==> src/rtl/video_timing_pkg.sv <==
// Shared raster constants and sizing helpers for the video timing generator.
package video_timing_pkg;

    localparam int VGA_H_ACTIVE   = 640;
    localparam int VGA_H_FRONT    = 16;
    localparam int VGA_H_SYNC     = 96;
    localparam int VGA_H_BACK     = 48;
    localparam int VGA_V_ACTIVE   = 480;
    localparam int VGA_V_FRONT    = 10;
    localparam int VGA_V_SYNC     = 2;
    localparam int VGA_V_BACK     = 33;

    localparam int SVGA_H_ACTIVE  = 800;
    localparam int SVGA_H_FRONT   = 40;
    localparam int SVGA_H_SYNC    = 128;
    localparam int SVGA_H_BACK    = 88;
    localparam int SVGA_V_ACTIVE  = 600;
    localparam int SVGA_V_FRONT   = 1;
    localparam int SVGA_V_SYNC    = 4;
    localparam int SVGA_V_BACK    = 23;

    // A total of 1 still needs a one-bit counter.
    function automatic int cnt_width(input int total);
        return (total > 1) ? $clog2(total) : 1;
    endfunction

endpackage

==> src/rtl/timing_axis_counter.sv <==
// One raster axis: position counter with wrap, plus active and sync-window decode.
module timing_axis_counter
    import video_timing_pkg::*;
#(
    parameter int total      = 800,
    parameter int active_len = 640,
    parameter int sync_start = 656,
    parameter int sync_len   = 96,
    parameter int width      = cnt_width(total)
) (
    input  logic             clk,
    input  logic             reset,
    input  logic             advance,
    output logic [width-1:0] cnt,
    output logic             wrap,
    output logic             in_active,
    output logic             in_sync
);

    assign wrap = advance && (cnt == width'(total - 1));

    always_ff @(posedge clk or negedge reset) begin
        if (!reset) begin
            cnt <= '0;
        end else if (advance) begin
            cnt <= wrap ? '0 : cnt + width'(1);
        end
    end

    assign in_active = (cnt < width'(active_len));
    assign in_sync   = (cnt >= width'(sync_start)) && (cnt < width'(sync_start + sync_len));

endmodule

==> src/rtl/video_timing_generator.sv <==
// Parametrised raster timing: pixel divider, chained h/v axis counters, registered outputs.
module video_timing_generator
    import video_timing_pkg::*;
#(
    parameter int clk_freq      = 50000000,
    parameter int pixel_freq    = 25000000,
    parameter int h_active      = VGA_H_ACTIVE,
    parameter int h_front       = VGA_H_FRONT,
    parameter int h_sync_len    = VGA_H_SYNC,
    parameter int h_back        = VGA_H_BACK,
    parameter int v_active      = VGA_V_ACTIVE,
    parameter int v_front       = VGA_V_FRONT,
    parameter int v_sync_len    = VGA_V_SYNC,
    parameter int v_back        = VGA_V_BACK,
    parameter bit h_sync_pol    = 1'b0,
    parameter bit v_sync_pol    = 1'b0,
    parameter int bit_reduction = 0
) (
    input  logic                                      clk,
    input  logic                                      reset,
    output logic                                      h_sync,
    output logic                                      v_sync,
    output logic                                      active,
    output logic [$clog2(h_active)-bit_reduction-1:0] h_pixel,
    output logic [$clog2(v_active)-bit_reduction-1:0] v_pixel,
    output logic                                      pixel_tick,
    output logic                                      line_start,
    output logic                                      frame_start
);

    localparam int DIV     = (pixel_freq > 0) ? clk_freq / pixel_freq : 1;
    localparam int H_TOTAL = h_active + h_front + h_sync_len + h_back;
    localparam int V_TOTAL = v_active + v_front + v_sync_len + v_back;
    localparam int DW      = cnt_width(DIV);
    localparam int HW      = cnt_width(H_TOTAL);
    localparam int VW      = cnt_width(V_TOTAL);
    localparam int HPW     = $clog2(h_active) - bit_reduction;
    localparam int VPW     = $clog2(v_active) - bit_reduction;

    if ((pixel_freq <= 0) || (clk_freq % pixel_freq != 0) || (DIV < 1) ||
        (h_active <= 0) || (h_front <= 0) || (h_sync_len <= 0) || (h_back <= 0) ||
        (v_active <= 0) || (v_front <= 0) || (v_sync_len <= 0) || (v_back <= 0) ||
        (bit_reduction < 0) || (bit_reduction >= $clog2(v_active)) ||
        (bit_reduction >= $clog2(h_active))) begin : g_param_check
        $error("video_timing_generator: illegal parameter set");
    end

    logic [DW-1:0] div_cnt;
    logic          pixel_adv;
    logic [HW-1:0] h_cnt;
    logic [VW-1:0] v_cnt;
    logic          h_wrap;
    logic          v_wrap_unused;
    logic          h_in_active, h_in_sync;
    logic          v_in_active, v_in_sync;

    assign pixel_adv = (div_cnt == DW'(DIV - 1));

    always_ff @(posedge clk or negedge reset) begin
        if (!reset) begin
            div_cnt <= '0;
        end else if (pixel_adv) begin
            div_cnt <= '0;
        end else begin
            div_cnt <= div_cnt + DW'(1);
        end
    end

    timing_axis_counter #(
        .total      (H_TOTAL),
        .active_len (h_active),
        .sync_start (h_active + h_front),
        .sync_len   (h_sync_len),
        .width      (HW)
    ) u_h_axis (
        .clk       (clk),
        .reset     (reset),
        .advance   (pixel_adv),
        .cnt       (h_cnt),
        .wrap      (h_wrap),
        .in_active (h_in_active),
        .in_sync   (h_in_sync)
    );

    timing_axis_counter #(
        .total      (V_TOTAL),
        .active_len (v_active),
        .sync_start (v_active + v_front),
        .sync_len   (v_sync_len),
        .width      (VW)
    ) u_v_axis (
        .clk       (clk),
        .reset     (reset),
        .advance   (h_wrap),
        .cnt       (v_cnt),
        .wrap      (v_wrap_unused),
        .in_active (v_in_active),
        .in_sync   (v_in_sync)
    );

    // Decode from the pre-edge counters; the output registers add the single clk of latency.
    logic active_next, pixel_tick_next, line_start_next, frame_start_next;

    assign active_next      = h_in_active && v_in_active;
    assign pixel_tick_next  = (div_cnt == '0);
    assign line_start_next  = pixel_tick_next && (h_cnt == '0) && v_in_active;
    assign frame_start_next = pixel_tick_next && (h_cnt == '0) && (v_cnt == '0);

    always_ff @(posedge clk or negedge reset) begin
        if (!reset) begin
            h_sync      <= ~h_sync_pol;
            v_sync      <= ~v_sync_pol;
            active      <= 1'b0;
            h_pixel     <= '0;
            v_pixel     <= '0;
            pixel_tick  <= 1'b0;
            line_start  <= 1'b0;
            frame_start <= 1'b0;
        end else begin
            h_sync      <= h_in_sync ? h_sync_pol : ~h_sync_pol;
            v_sync      <= v_in_sync ? v_sync_pol : ~v_sync_pol;
            active      <= active_next;
            h_pixel     <= active_next ? HPW'(h_cnt >> bit_reduction) : '0;
            v_pixel     <= active_next ? VPW'(v_cnt >> bit_reduction) : '0;
            pixel_tick  <= pixel_tick_next;
            line_start  <= line_start_next;
            frame_start <= frame_start_next;
        end
    end

endmodule

==> config.mk <==
export PLATFORM = sky130hd
export DESIGN_NAME = video_timing_generator
export DESIGN_NICKNAME = d
export VERILOG_FILES = /design/src/rtl/video_timing_pkg.sv /design/src/rtl/timing_axis_counter.sv /design/src/rtl/video_timing_generator.sv
export SDC_FILE = /design/constraint.sdc
export NUM_CORES = 1
export LEC_CHECK = 0
export BUFFER_PORTS_ARGS = -buffer_cell sky130_fd_sc_hd__buf_4
export CAP_MARGIN = 5
export CORE_MARGIN = 2
export CORE_UTILIZATION = 40
export DETAILED_ROUTE_END_ITERATION = 10
export SLEW_MARGIN = 5
export SYNTH_ARGS = -nofsm -noshare
export SYNTH_HDL_FRONTEND = slang
export SYNTH_SLANG_ARGS = --single-unit
==> constraint.sdc <==
create_clock -name clk -period 4.2 [get_ports clk]
set_input_delay 0.63 -clock clk [delete_from_list [all_inputs] [get_ports clk]]
set_output_delay 0.63 -clock clk [all_outputs]
set_load 0.01 [all_outputs]
==> results of run 1 <==
-- layout make-up --
cell class / count / area [um2] / area share, %
Clock inverter: 1 / 30.0 / 1.35
Inverter: 6 / 22.5 / 1.02
Tap cell: 52 / 65.1 / 2.93
Clock buffer: 7 / 86.3 / 3.89
Multi-Input combinational cell: 105 / 689 / 31.1
Timing Repair Buffer: 26 / 195 / 8.80
Sequential cell: 45 / 1130 / 50.9
-- metrics by stage --
stage | setup WS [ns] | cell area (um2) | power [uW] | hold slack, ns | util [%]
floorplan | 2.16 | 1860 | 442 | 0.334 | -
global placement | 1.95 | 2100 | 450 | 0.527 | 47.6
detailed placement | 1.90 | 2100 | 451 | 0.527 | 47.6
CTS | 1.87 | 2220 | 781 | 0.345 | 50.2
global route | 1.75 | 2220 | 802 | 0.364 | 50.2
finish | 1.88 | 2220 | 769 | 0.331 | 50.2
-- worst max-delay path, delay by kind of cell, from the launching register on --
| family | cells | cell delay (ns) |
|---|---|---|
| simple gates | 3 | 1.63 |
| compound gates | 1 | 0.16 |
| flops | 1 | 0.45 |
-- sequential cells by signal, indices dropped and copies added (netlist names) --
| name | flops |
|---|---|
| active | 1 |
| div_cnt | 1 |
| frame_start | 1 |
| h_pixel | 10 |
| h_sync | 1 |
| line_start | 1 |
| u_h_axis.cnt | 10 |
| u_v_axis.cnt | 10 |
| v_pixel | 9 |
| v_sync | 1 |
-- Yosys cell counts (all sizes together) --
cell type	n	area (um2)
xor2	4	35.0
nand3b	1	7.51
or3	1	6.26
nor2	12	45.0
and2	18	113
and3	4	25.0
dfstp	2	52.6
a22o	1	8.76
nor3	5	30.0
or4	5	37.5
ha	4	50.1
buf	2	10.0
o21bai	1	7.51
and4	3	26.3
clkbuf	3	11.3
inv	6	22.5
o31ai	1	7.51
a31o	1	8.76
nand3	7	35.0
dfrtp	43	1080
mux2	1	11.3
nor2b	1	6.26
a22oi	1	7.51
o21ai	4	20.0
a21o	1	7.51
xnor2	6	52.6
mux2i	1	10.0
a31oi	1	6.26
or2	1	6.26
nor3b	1	7.51
nand2	7	26.3
a21oi	1	5.00
o21a	1	7.51
nand2b	1	6.26
nand4	7	43.8
or4b	1	13.8
a41oi	1	8.76
-- path summary, 6_finish.rpt --
path	from	end	slack, ns
setup / recovery	u_h_axis.cnt[5]	u_v_axis.cnt[9]	1.88
hold / removal	reset	v_pixel[2]	0.33
setup reg to reg	u_h_axis.cnt[5]	u_v_axis.cnt[9]	1.88
hold reg to reg	u_v_axis.cnt[8]	u_v_axis.cnt[8]	0.54
max in group asynchronous	reset	h_pixel[1]	3.49
min in group clk	u_v_axis.cnt[8]	u_v_axis.cnt[8]	0.54
-- power by group --
part           internal (uW)  switching (uW)
Combinational          0.613            7.97
Sequential               433               0
Clock                    194             134
Total                    627             142
-- metal layers --
layer  wire (um)  global-route usage, %
met1        1660                   21.8
met5           0                      0
met2        1460                   20.8
met4          38                   4.40
met3         172                   3.89
-- cell families (layout without fill, tap and decap cells) --
kind of cell    after synthesis  in the layout  share of synthesized area (%)
compound gates               14             14                           5.11
flops                        45             45                           60.6
xor+xnor                     10             10                           4.70
fa+ha+maj                     4              4                           2.69
simple gates                 75             75                           23.4
mux                           2              2                           1.14
buf+inv                      11             40                           2.35
==> flow_summary.toml, run 1 <==
[status]
status = "completed"

[sta]
fin_tns_setup_ns = 0
period_share_pct = 55.3
finalSetupViolations = 0
finClkSkew_ns = 0.00461
fmax_ghz = 0.431
period_minus_slack_ns = 2.32
hold_viol = 0
tightest_slew_ns = 1.09
grt_setup_unrepaired = "false"
slew_viol_final = 0
relSlewSlack_pct = 27.3

[clock_network]
cts_tree = "yes"
cts_sinks = 45
clockBufferDepth = 2
root_buffer = "clkbuf_8"
clkLatencyLatePin_ns = 0.29
cts_made_buffers = 5
post_cts_buffers = 0
clkTransAtPathRegs_ns = 0.08
postCtsHoldBufs = 0
cts_resized = 0
cts-htree-levels = 2

[synthesis]
ys_types = 38
synth_warnings = 0
synth-seq-cells = 45
syn_area_um2 = 1860
seq_area_frac_synth_pct = 60.6
netlist_instances = 161
syn_nets = 167
avgSynthCellArea_um2 = 11.6

[hold_path]
hold_class = "input pin to async pin"

[floorplan]
fp.dieW_um = 72.2
core_area_um2 = 4410
row_count = 24
ios = 27
die_area_um2 = 5220
die_h_um = 72.2
initial_core_util_pct = 42.2

[routing]
drtPass1Iterations = 4
wire_per_inst_um = 13.8
routed_wl_um = 3330
ant_nets = 0
drc = 0
drt_iter0_markers = 51
via_count = 1239
routed_via_density = 5.12

[power]
ir_drop_v = 0.000181
p_per_area_nw_per_um2 = 347
p_leak_uw = 0.00110

[layout]
final_common_cell = "dfrtp_1"
fillCellCount = 403
area_growth_pct = 19.1
instances_no_fill = 242
mostFrequentLayoutCells = "dfrtp_1 (43), buf_4 (26), and2_1 (18)"
layout-drive-gt1-share_pct = 21.1
final_nets = 195
diodes = 0

[grt]
grt_start_max_net_pins = 46
overflow = 0
grt_pass1_vias = 1230
grt_pass1_wl_um = 5890
grt_usage_pct = 14.6
antenna_found_initial = 0

[place]
place.gp.congestion = 0.867
hpwl_um = 2320
dp.cells = 234
port_buffers = 26

[worst_setup_path]
required_ns = 4.40
crit_arrival_ns = 2.53
cp_slowest_cell = "or4b_4"
crit_path_cell_trace = "or4b_4 > or3_1 > or4_1 > a22oi_1"
critPathMaxStageDelay_ns = 0.58
cp-start-kind = "flip-flop"
reg2reg_depth = 4
end_kind = "flip-flop"
critPathKind = "flip-flop to flip-flop"
cp_max_fo = 12

[flow_run]
max_cap_violations = 0
Note: power is estimated with default switching activity, not from simulation.
==> run 2: changes to the inputs <==
==> constraint.sdc (replaced) <==
create_clock -name clk -period 2.2 [get_ports clk]
set_input_delay 0.33 -clock clk [delete_from_list [all_inputs] [get_ports clk]]
set_output_delay 0.33 -clock clk [all_outputs]
set_load 0.01 [all_outputs]
==> run 2 against run 1 <==
Net effect:
- critical path depth unchanged
- utilization increased by 1.2 points
- sequential power increased by 91%
- cell area increased by 2.5%
- register-to-register slack got worse by 1.8 ns
- flip-flop and latch count unchanged
- global-route usage increased by 0.82 points
- count of clock-buffer cells in the layout decreased by 2
- largest cell class unchanged
==> flow_summary.toml, run 2 (synthesis gave the netlist of run 1 again) <==
[floorplan]
ios = 27
core_area_um2 = 4410
die_area_um2 = 5220
die_h_um = 72.2
row_count = 24
fp.dieW_um = 72.2
initial_core_util_pct = 42.2

[sta]
grt_setup_unrepaired = "false"
fin_tns_setup_ns = 0
period_share_pct = 94.4
finalSetupViolations = 0
slew_viol_final = 0
hold_viol = 0
fmax_ghz = 0.481
period_minus_slack_ns = 2.08
tightest_slew_ns = 0.554
relSlewSlack_pct = 63.1
finClkSkew_ns = 0.00368
whs_ns = 0.0144

[grt]
grt_usage_pct = 15.4
overflow = 0
grt_pass1_wl_um = 6160
grt_start_max_net_pins = 46
grt_pass1_vias = 1411
antenna_found_initial = 0

[place]
dp.cells = 243
hpwl_um = 2540
place.gp.congestion = 0.855
port_buffers = 26

[hold_path]
hold_class = "input pin to async pin"

[layout]
utilization_pct = 51.5
mostFrequentLayoutCells = "dfrtp_1 (43), buf_4 (35), and2_1 (18)"
area_growth_pct = 22.0
layout-drive-gt1-share_pct = 24.7
final_nets = 204
largest_registers = "h_pixel x10, u_h_axis.cnt x10, u_v_axis.cnt x10"
diodes = 0
instances_no_fill = 250
final_common_cell = "dfrtp_1"
fillCellCount = 393

[status]
status = "completed"

[worst_setup_path]
crit_arrival_ns = 2.29
r2r-start = "u_h_axis.cnt[5]"
end_kind = "flip-flop"
crit_path_cell_trace = "or4b_4 > or3_1 > or4_1 > a22oi_1"
cp-start-kind = "flip-flop"
r2r_slack_ns = 0.12
cp.depth = 4
critPathMaxStageDelay_ns = 0.56
reg2reg_depth = 4
worstPathBufferInverterCount = 0
critPathKind = "flip-flop to flip-flop"
crit_family = "simple AND/OR/NAND/NOR gates"
cp_slowest_cell = "or4b_4"
cp_max_fo = 4
startpoint = "u_h_axis.cnt[5]"
required_ns = 2.41

[power]
p_leak_uw = 0.00114
ir_drop_v = 0.000415
p_per_area_nw_per_um2 = 638
p_total_uw = 1450

[clock_network]
root_buffer = "clkbuf_8"
cts_sinks = 45
cts-htree-levels = 2
clkLatencyLatePin_ns = 0.30
cts_made_buffers = 5
post_cts_buffers = 0
postCtsHoldBufs = 0
cts_tree = "yes"
clockBufferDepth = 2
clkTransAtPathRegs_ns = 0.08
cts_resized = 0

[routing]
drc = 0
ant_nets = 0
via_count = 1334
routed_wl_um = 3590
routed_via_density = 5.34
drtPass1Iterations = 4
wire_per_inst_um = 14.4
drt_iter0_markers = 103

[flow_run]
max_cap_violations = 0
-- run 2: final timing paths --
check | to
max in group asynchronous | v_sync
worst min register to register | u_v_axis.cnt[8]
worst min-delay path | v_pixel[7]
worst max-delay path | u_v_axis.cnt[9]
worst max register to register | u_v_axis.cnt[9]
min in group clk | u_v_axis.cnt[8]
-- run 2: worst reg2reg max path, delay by kind of cell, from the launching register on --
kind	cells	cell delay (ns)
flops	1	0.38
simple gates	3	1.46
compound gates	1	0.17
-- run 2: area by class of cell --
| cell class | count | area (um2) | area share (%) |
|---|---|---|---|
| Sequential cell | 45 | 1130 | 49.7 |
| Inverter | 6 | 22.5 | 0.991 |
| Clock inverter | 2 | 35.0 | 1.54 |
| Clock buffer | 5 | 68.8 | 3.03 |
| Tap cell | 52 | 65.1 | 2.86 |
| Multi-Input combinational cell | 105 | 689 | 30.3 |
| Timing Repair Buffer | 35 | 263 | 11.6 |
-- run 2: report_power, final --
| part | internal (uW) | switching [uW] | leakage, uW | total, uW |
|---|---|---|---|---|
| logic | 1.17 | 15.0 | 0.000497 | 16.2 |
| registers | 826 | 0 | 0.000592 | 826 |
| clock network | 330 | 276 | 0.0000540 | 606 |
| total | 1160 | 291 | 0.00114 | 1450 |
-- run 2: stage by stage --
| step | area (um2) | worst slack (ns) |
|---|---|---|
| floorplan | 1860 | 0.165 |
| global placement | 2170 | 0.177 |
| detailed placement | 2170 | 0.154 |
| CTS | 2270 | 0.135 |
| global route | 2270 | 0.0363 |
| finish | 2270 | 0.122 |
-- run 2: layer usage --
layer  share of wire, %  vias up  track usage [%]
met2                 48       40             24.8
met4                2.2        0             8.60
met3                5.0        8             3.19
met1                 45      660             19.4
li1                   -      626                -
met5                  0        -                0
